[src/rtl/fifo_arb_pkg.sv]
// -----------------------------------------------------------------------------
// fifo_arb_pkg
// Shared definitions for the FIFO write-side arbiter:
//   - arb_state_e    : arbiter FSM states (IDLE, BURST)
//   - DATA_W_DEF     : default data width (one FIFO word)
//   - grant_id_width : width of grant_id / last_grant for a producer count
//   - beat_cnt_width : width of the per-burst beat counter for a burst limit
// -----------------------------------------------------------------------------
package fifo_arb_pkg;

  typedef enum logic {
    IDLE  = 1'b0,
    BURST = 1'b1
  } arb_state_e;

  localparam int DATA_W_DEF = 128;

  function automatic int grant_id_width(input int num_req);
    return (num_req > 1) ? $clog2(num_req) : 1;
  endfunction

  // Counter must be able to represent MAX_BURST-1; the +1 keeps MAX_BURST=1
  // at a legal one-bit width.
  function automatic int beat_cnt_width(input int max_burst);
    return $clog2(max_burst + 1);
  endfunction

endpackage

[src/rtl/rr_picker.sv]
// -----------------------------------------------------------------------------
// rr_picker
// Combinational round-robin selector. Searches the request vector upward from
// last_grant+1 (wrapping) and returns the first requester found.
// Ports:
//   req_i        : request vector, one bit per producer
//   last_grant_i : most recently granted producer
//   pick_vld_o   : at least one request is present
//   pick_id_o    : selected producer index
// -----------------------------------------------------------------------------
module rr_picker #(
  parameter int NUM_REQ = 4,
  parameter int ID_W    = 2
) (
  input  logic [NUM_REQ-1:0] req_i,
  input  logic [ID_W-1:0]    last_grant_i,
  output logic               pick_vld_o,
  output logic [ID_W-1:0]    pick_id_o
);

  localparam logic [ID_W:0] LAST_IDX  = (ID_W+1)'(NUM_REQ - 1);
  localparam logic [ID_W:0] NUM_REQ_W = (ID_W+1)'(NUM_REQ);

  logic [ID_W:0]          start;
  logic [2*NUM_REQ-1:0]   req_dbl;
  logic [NUM_REQ-1:0]     rot;
  logic [ID_W:0]          offset;
  logic [ID_W:0]          sum;

  always_comb begin
    // Search origin is last_grant+1 modulo NUM_REQ.
    if ({1'b0, last_grant_i} >= LAST_IDX) begin
      start = '0;
    end else begin
      start = {1'b0, last_grant_i} + 1'b1;
    end

    // Rotate so the search origin lands at bit 0; the doubled vector makes
    // the wrap-around a plain part-select.
    req_dbl = {req_i, req_i};
    rot     = req_dbl[start +: NUM_REQ];

    // Find-first from bit 0 (descending loop leaves the lowest hit).
    pick_vld_o = |rot;
    offset     = '0;
    for (int k = NUM_REQ - 1; k >= 0; k--) begin
      if (rot[k]) begin
        offset = (ID_W+1)'(k);
      end
    end

    // Un-rotate back to a producer index.
    sum = start + offset;
    if (sum >= NUM_REQ_W) begin
      sum = sum - NUM_REQ_W;
    end
    pick_id_o = sum[ID_W-1:0];
  end

endmodule

[src/rtl/fifo_wr_arbiter.sv]
// -----------------------------------------------------------------------------
// fifo_wr_arbiter
// Round-robin arbiter sharing one FIFO write port among NUM_REQ valid/ready
// producers. A grant lasts for up to MAX_BURST beats, is throttled by the
// FIFO almost-full/full flags, and ends early when the granted producer drops
// valid. FIFO write enable and data are driven from registers.
// Ports:
//   clk, reset           : clock, asynchronous active-low reset
//   req_valid/req_data   : producer streams (producer i at [i*DATA_W +: DATA_W])
//   req_ready            : combinational accept, only for the granted producer
//   fifo_full/alm_full   : FIFO status flags
//   fifo_wren/fifo_wdata : registered FIFO write interface
//   grant_vld/grant_id   : burst active / current or last granted producer
// -----------------------------------------------------------------------------
module fifo_wr_arbiter
  import fifo_arb_pkg::*;
#(
  parameter int NUM_REQ   = 4,
  parameter int DATA_W    = DATA_W_DEF,
  parameter int MAX_BURST = 8
) (
  input  logic                        clk,
  input  logic                        reset,
  input  logic [NUM_REQ-1:0]          req_valid,
  input  logic [NUM_REQ*DATA_W-1:0]   req_data,
  output logic [NUM_REQ-1:0]          req_ready,
  input  logic                        fifo_full,
  input  logic                        fifo_alm_full,
  output logic                        fifo_wren,
  output logic [DATA_W-1:0]           fifo_wdata,
  output logic                        grant_vld,
  output logic [$clog2(NUM_REQ)-1:0]  grant_id
);

  localparam int ID_W  = grant_id_width(NUM_REQ);
  localparam int CNT_W = beat_cnt_width(MAX_BURST);

  localparam logic [CNT_W-1:0] LAST_BEAT = CNT_W'(MAX_BURST - 1);
  localparam logic [ID_W-1:0]  LAST_ID   = ID_W'(NUM_REQ - 1);

  arb_state_e         state_q, state_d;
  logic [ID_W-1:0]    grant_id_q, grant_id_d;
  logic [ID_W-1:0]    last_grant_q, last_grant_d;
  logic [CNT_W-1:0]   beat_cnt_q, beat_cnt_d;
  logic               wren_q;
  logic [DATA_W-1:0]  wdata_q, wdata_d;

  logic [DATA_W-1:0]  data_arr [NUM_REQ];
  logic               pick_vld;
  logic [ID_W-1:0]    pick_id;
  logic               slot_open;
  logic               cur_valid;
  logic               accept;

  for (genvar gi = 0; gi < NUM_REQ; gi++) begin : g_slice
    assign data_arr[gi] = req_data[gi*DATA_W +: DATA_W];
  end

  rr_picker #(
    .NUM_REQ (NUM_REQ),
    .ID_W    (ID_W)
  ) u_picker (
    .req_i        (req_valid),
    .last_grant_i (last_grant_q),
    .pick_vld_o   (pick_vld),
    .pick_id_o    (pick_id)
  );

  // Ready is gated by almost-full as well as full so that a beat already in
  // the output register always finds room in the FIFO.
  assign slot_open = (state_q == BURST) && !fifo_alm_full && !fifo_full;
  assign cur_valid = req_valid[grant_id_q];
  assign accept    = slot_open && cur_valid;

  always_comb begin
    req_ready             = '0;
    req_ready[grant_id_q] = slot_open;
  end

  always_comb begin
    state_d      = state_q;
    grant_id_d   = grant_id_q;
    last_grant_d = last_grant_q;
    beat_cnt_d   = beat_cnt_q;
    case (state_q)
      IDLE: begin
        // Arbitration cycle: never accepts a beat.
        if (pick_vld) begin
          state_d      = BURST;
          grant_id_d   = pick_id;
          last_grant_d = pick_id;
          beat_cnt_d   = '0;
        end
      end
      BURST: begin
        // A valid drop ends the grant even while stalled on the FIFO flags.
        if (!cur_valid) begin
          state_d = IDLE;
        end else if (accept) begin
          if (beat_cnt_q == LAST_BEAT) begin
            state_d = IDLE;
          end else begin
            beat_cnt_d = beat_cnt_q + 1'b1;
          end
        end
      end
      default: state_d = IDLE;
    endcase
  end

  assign wdata_d = accept ? data_arr[grant_id_q] : wdata_q;

  always_ff @(posedge clk or negedge reset) begin
    if (!reset) begin
      state_q      <= IDLE;
      grant_id_q   <= '0;
      last_grant_q <= LAST_ID;   // producer 0 wins the first arbitration
      beat_cnt_q   <= '0;
      wren_q       <= 1'b0;
      wdata_q      <= '0;
    end else begin
      state_q      <= state_d;
      grant_id_q   <= grant_id_d;
      last_grant_q <= last_grant_d;
      beat_cnt_q   <= beat_cnt_d;
      wren_q       <= accept;
      wdata_q      <= wdata_d;
    end
  end

  assign fifo_wren  = wren_q;
  assign fifo_wdata = wdata_q;
  assign grant_vld  = (state_q == BURST);
  assign grant_id   = grant_id_q;

endmodule

[config.mk]
export PLATFORM = sky130hd
export DESIGN_NAME = fifo_wr_arbiter
export DESIGN_NICKNAME = d
export VERILOG_FILES = /design/src/rtl/fifo_arb_pkg.sv /design/src/rtl/rr_picker.sv /design/src/rtl/fifo_wr_arbiter.sv
export SDC_FILE = /design/constraint.sdc
export NUM_CORES = 1
export LEC_CHECK = 0
export CORE_AREA = 3 3 258 260
export DETAILED_ROUTE_END_ITERATION = 6
export DIE_AREA = 0 0 261 263
export DONT_BUFFER_PORTS = 1
export GPL_TIMING_DRIVEN = 0
export PLACE_DENSITY = 0.3
export SYNTH_ARGS = -nofsm -noshare
export SYNTH_HDL_FRONTEND = slang
export SYNTH_SLANG_ARGS = --single-unit
[constraint.sdc]
create_clock -name clk -period 2.9 [get_ports clk]
set_clock_uncertainty 0.1 [all_clocks]
set_input_delay 0.58 -clock clk [delete_from_list [all_inputs] [get_ports clk]]
set_output_delay 0.58 -clock clk [all_outputs]
set_load 0.05 [all_outputs]
==> impl_metrics.ini, run 1 <==
[grt]
grt_pass1_vias = 6025
met1_usage_pct = 13.6
grt_antenna_before_repair = 10
grt_first_pass_wirelength_um = 51800
track_usage_pct = 11.0
met3_usage_pct = 4.71
gr-total-overflow = 0
grt_max_degree = 139
grt_use_met2_pct = 17.3
grt-busiest-layer = met2

[timing]
max_slew_margin_pct = 44.4
min_period_ps = 2780
rsz0062_at_grt = false
slew_viol_final = 0
max_freq_mhz = 360
hold_ws_ps = -301
hold_viol = 136
setup_viol = 0
worstMarginPinSlew_ps = 834
post-route-period-util_pct = 95.9

[power_and_ir_drop]
ir_drop_v = 0.000330
p_leak_nw = 3.91
powerDensity_nw_per_um2 = 1390

[setup_path]
required_ps = 2220
worst-path-max-fanout = 10
path_cells = clkbuf_16 -> clkbuf_16 -> clkbuf_16 -> nor3_4
cp_slowest_cell = dfrtp_2
regToRegStartpoint = grant_id[0]
critPathLaunchType = register
r2r_cells = 5
cp-endpoint = req_ready[0]
worstPathArrival_ps = 2100
crit_path_max_incr_delay_ps = 530
critPathCaptureType = primary output
reg2reg_slack_ps = 270
critPathKind = register to primary output
startpoint = grant_id[1]
cp_common_cell = clkbuf_16
r2r-end = fifo_wdata[53]

[placed_design]
gp_routability_congestion = 0.821
postPlaceCellArea_um2 = 9970
hpwl_um = 32000
numPortBuffers = 0

[logic_synthesis]
synthSimpleGateAreaFrac_pct = 1.48
synth_warnings = 0
synthMuxAreaShare_pct = 53.5
ys_types = 39
synth_ff_type = dfrtp_1
synth_fa_ha_area_share_pct = 0.282
avgSynthCellArea_um2 = 17.7
ys_seq_area_share_pct = 38.9
async_flop_share_pct = 100
synthCells = 502
synth_edf_count = 0
netlist_area_um2 = 8880
syn-num-nets = 1024
synth_top_family_by_area = multiplexers
synth.ff_latch_count = 138
synth_compound_area_share_pct = 2.27
synth-xor-area-share_pct = 0

[route]
num_vias = 5358
viasPerCell = 3.83
dr.first_iter.drc_count = 321
drtAntennaViolNets = 0
route.detailed.drc = 0
post_drt_wl_per_cell_um = 27.8
dr.pass1.iters = 4
wl_um = 38800

[floorplanning]
start_util_pct = 13.8
die_x_um = 261
io_pins = 656
dieArea_um2 = 68600
dieHeight_um = 263
core-area_um2 = 64300
rows = 93

[clock_tree]
clkSinkCount = 138
cts-root-buf = clkbuf_16
htreeDepth = 4
clockBufferDepth = 2
path_clk_slew_ps = 70
numCtsBuffers = 17
cts_tree = built
clkLatencyLatePin_ps = 460

[run_status]
violations = negative hold slack
status = finished, violations left

[run]
cap_violations = 0

[finish]
fin_area_um2 = 10700
nets = 1044
drive_above_1_share_pct = 59.1
utilization_pct = 16.6
synthToLayoutAreaGrowth_pct = 20.2
nFillCells = 6996

[worst_hold_path]
hold_class = primary input to async pin
-- timing repair --
item                                   4_1_cts  5_1_grt
endpoints found under the hold margin      138      138
setup endpoints to repair                  119        1
resized for setup                           26        0
setup buffers                                1        0
pin swaps                                    3        1
-- state kept, by name (all words and copies together) (netlist names) --
| signal | count |
|---|---|
| grant_id | 2 |
| beat_cnt_q | 4 |
| grant_vld | 1 |
| fifo_wdata | 128 |
| fifo_wren | 1 |
| last_grant_q | 2 |
-- metrics by stage --
step,power (W),worst slack (ps),TNS [ps],instances
floorplan,0.0110,-103,-206,502
global placement,0.0128,-1840,-90290,1357
detailed placement,0.0127,-1300,-46610,1357
CTS,0.0152,32.1,0,1390
global route,0.0157,14.8,0,1391
finish,0.0149,120,0,1398
-- how the worst min path moves through the flow --
| stage | end | startpoint | depth (start not counted) |
|---|---|---|---|
| 3_3_place_gp | fifo_wdata[26] | reset | 0 |
| 2_1_floorplan | beat_cnt_q[0] | reset | 0 |
| 5_1_grt | fifo_wdata[22] | reset | 0 |
| 3_5_place_dp | fifo_wdata[23] | reset | 0 |
| 4_1_cts | fifo_wdata[23] | reset | 0 |
| 6_report | fifo_wdata[23] | reset | 0 |
-- layer usage --
metal | vias up | part of all wire (%)
met5 | - | 0.070
met4 | 4 | 1.4
met3 | 29 | 9.3
met2 | 327 | 49
met1 | 2878 | 40
li1 | 2120 | -
-- synthesized netlist by cell type, types with 2 or more instances --
library cell / n / share of area [%]
mux2_4: 109 / 18
inv_1: 2 / 0.085
mux2_1: 19 / 2.4
ha_1: 2 / 0.28
dfrtp_1: 136 / 38
nand2b_1: 2 / 0.14
clkbuf_1: 22 / 0.93
mux4_2: 129 / 33
nor2b_1: 2 / 0.14
dfstp_2: 2 / 0.59
nor2_1: 7 / 0.30
buf_6: 14 / 1.8
nand3_1: 5 / 0.28
inv_2: 2 / 0.085
buf_2: 11 / 0.62
nor3_1: 2 / 0.11
a21oi_1: 6 / 0.34
o221a_2: 2 / 0.25
a21o_1: 4 / 0.34
a22o_1: 2 / 0.20
nand2_1: 4 / 0.17
-- kinds of logic (layout without fill, tap and decap cells) --
family / after synthesis / in the layout
multiplexers: 257 / 257
flip-flops: 138 / 138
buffers and inverters: 52 / 85
AO/OA/AOI/OAI: 27 / 27
AND/OR/NAND/NOR: 26 / 26
adder cells (fa/ha/maj): 2 / 2
other: 0 / 8
-- worst max-delay path: cells and delay by family (launching register included) --
kind / cells / cell delay, ps
buffers and inverters: 3 / 580
DFF: 1 / 530
and+or+nand+nor: 1 / 500
-- area by class of cell --
| cell class | count | area, µm² | share of cell area, % |
|---|---|---|---|
| buffer | 48 | 378 | 3.54 |
| timing repair buffer | 1 | 7.51 | 0.0703 |
| inverter | 4 | 15.0 | 0.141 |
| sequential | 138 | 3460 | 32.4 |
| tap | 855 | 1070 | 10.0 |
| antenna | 8 | 20.0 | 0.187 |
| multi-input combinational | 312 | 5160 | 48.3 |
| clock inverter | 13 | 140 | 1.31 |
| clock buffer | 19 | 433 | 4.05 |
-- report_power, final --
part           switching [W]  total (W)  internal (W)
combinational        0.00225    0.00545       0.00320
clock               0.000975    0.00224       0.00127
sequential           0.00434    0.00717       0.00283
-- placed cells by master (no fill, tap or decap), types with 2 or more instances in the layout --
| master | instances |
|---|---|
| clkbuf_2 | 2 |
| nand3_1 | 4 |
| nor3_4 | 2 |
| ha_1 | 2 |
| dfstp_2 | 2 |
| buf_2 | 10 |
| o221a_2 | 2 |
| inv_6 | 4 |
| buf_4 | 2 |
| clkbuf_1 | 19 |
| buf_6 | 14 |
| a22o_1 | 2 |
| nor2_4 | 2 |
| clkinv_2 | 4 |
| inv_2 | 2 |
| nand2b_1 | 2 |
| nand3_2 | 2 |
| mux2_4 | 109 |
| a21oi_1 | 6 |
| clkinv_4 | 2 |
| mux4_2 | 129 |
| a21o_1 | 4 |
| nor2b_1 | 2 |
| clkbuf_16 | 20 |
| nand2_1 | 4 |
| nor2_1 | 5 |
| mux2_1 | 19 |
| bufinv_16 | 2 |
| inv_1 | 2 |
| dfrtp_1 | 133 |
| dfrtp_2 | 3 |
| diode_2 | 8 |
Note: power is estimated with default switching activity, not from simulation.
==> inputs of run 2 (changes only) <==
--- a/config.mk
+++ b/config.mk
@@ -5,6 +5,7 @@
 export SDC_FILE = /design/constraint.sdc
 export NUM_CORES = 1
 export LEC_CHECK = 0
+export CAP_MARGIN = 0
 export CORE_AREA = 3 3 258 260
 export DETAILED_ROUTE_END_ITERATION = 6
 export DIE_AREA = 0 0 261 263
==> results of run 2 <==
No change in the layout: final DEF, timing and power equal those of run 1.
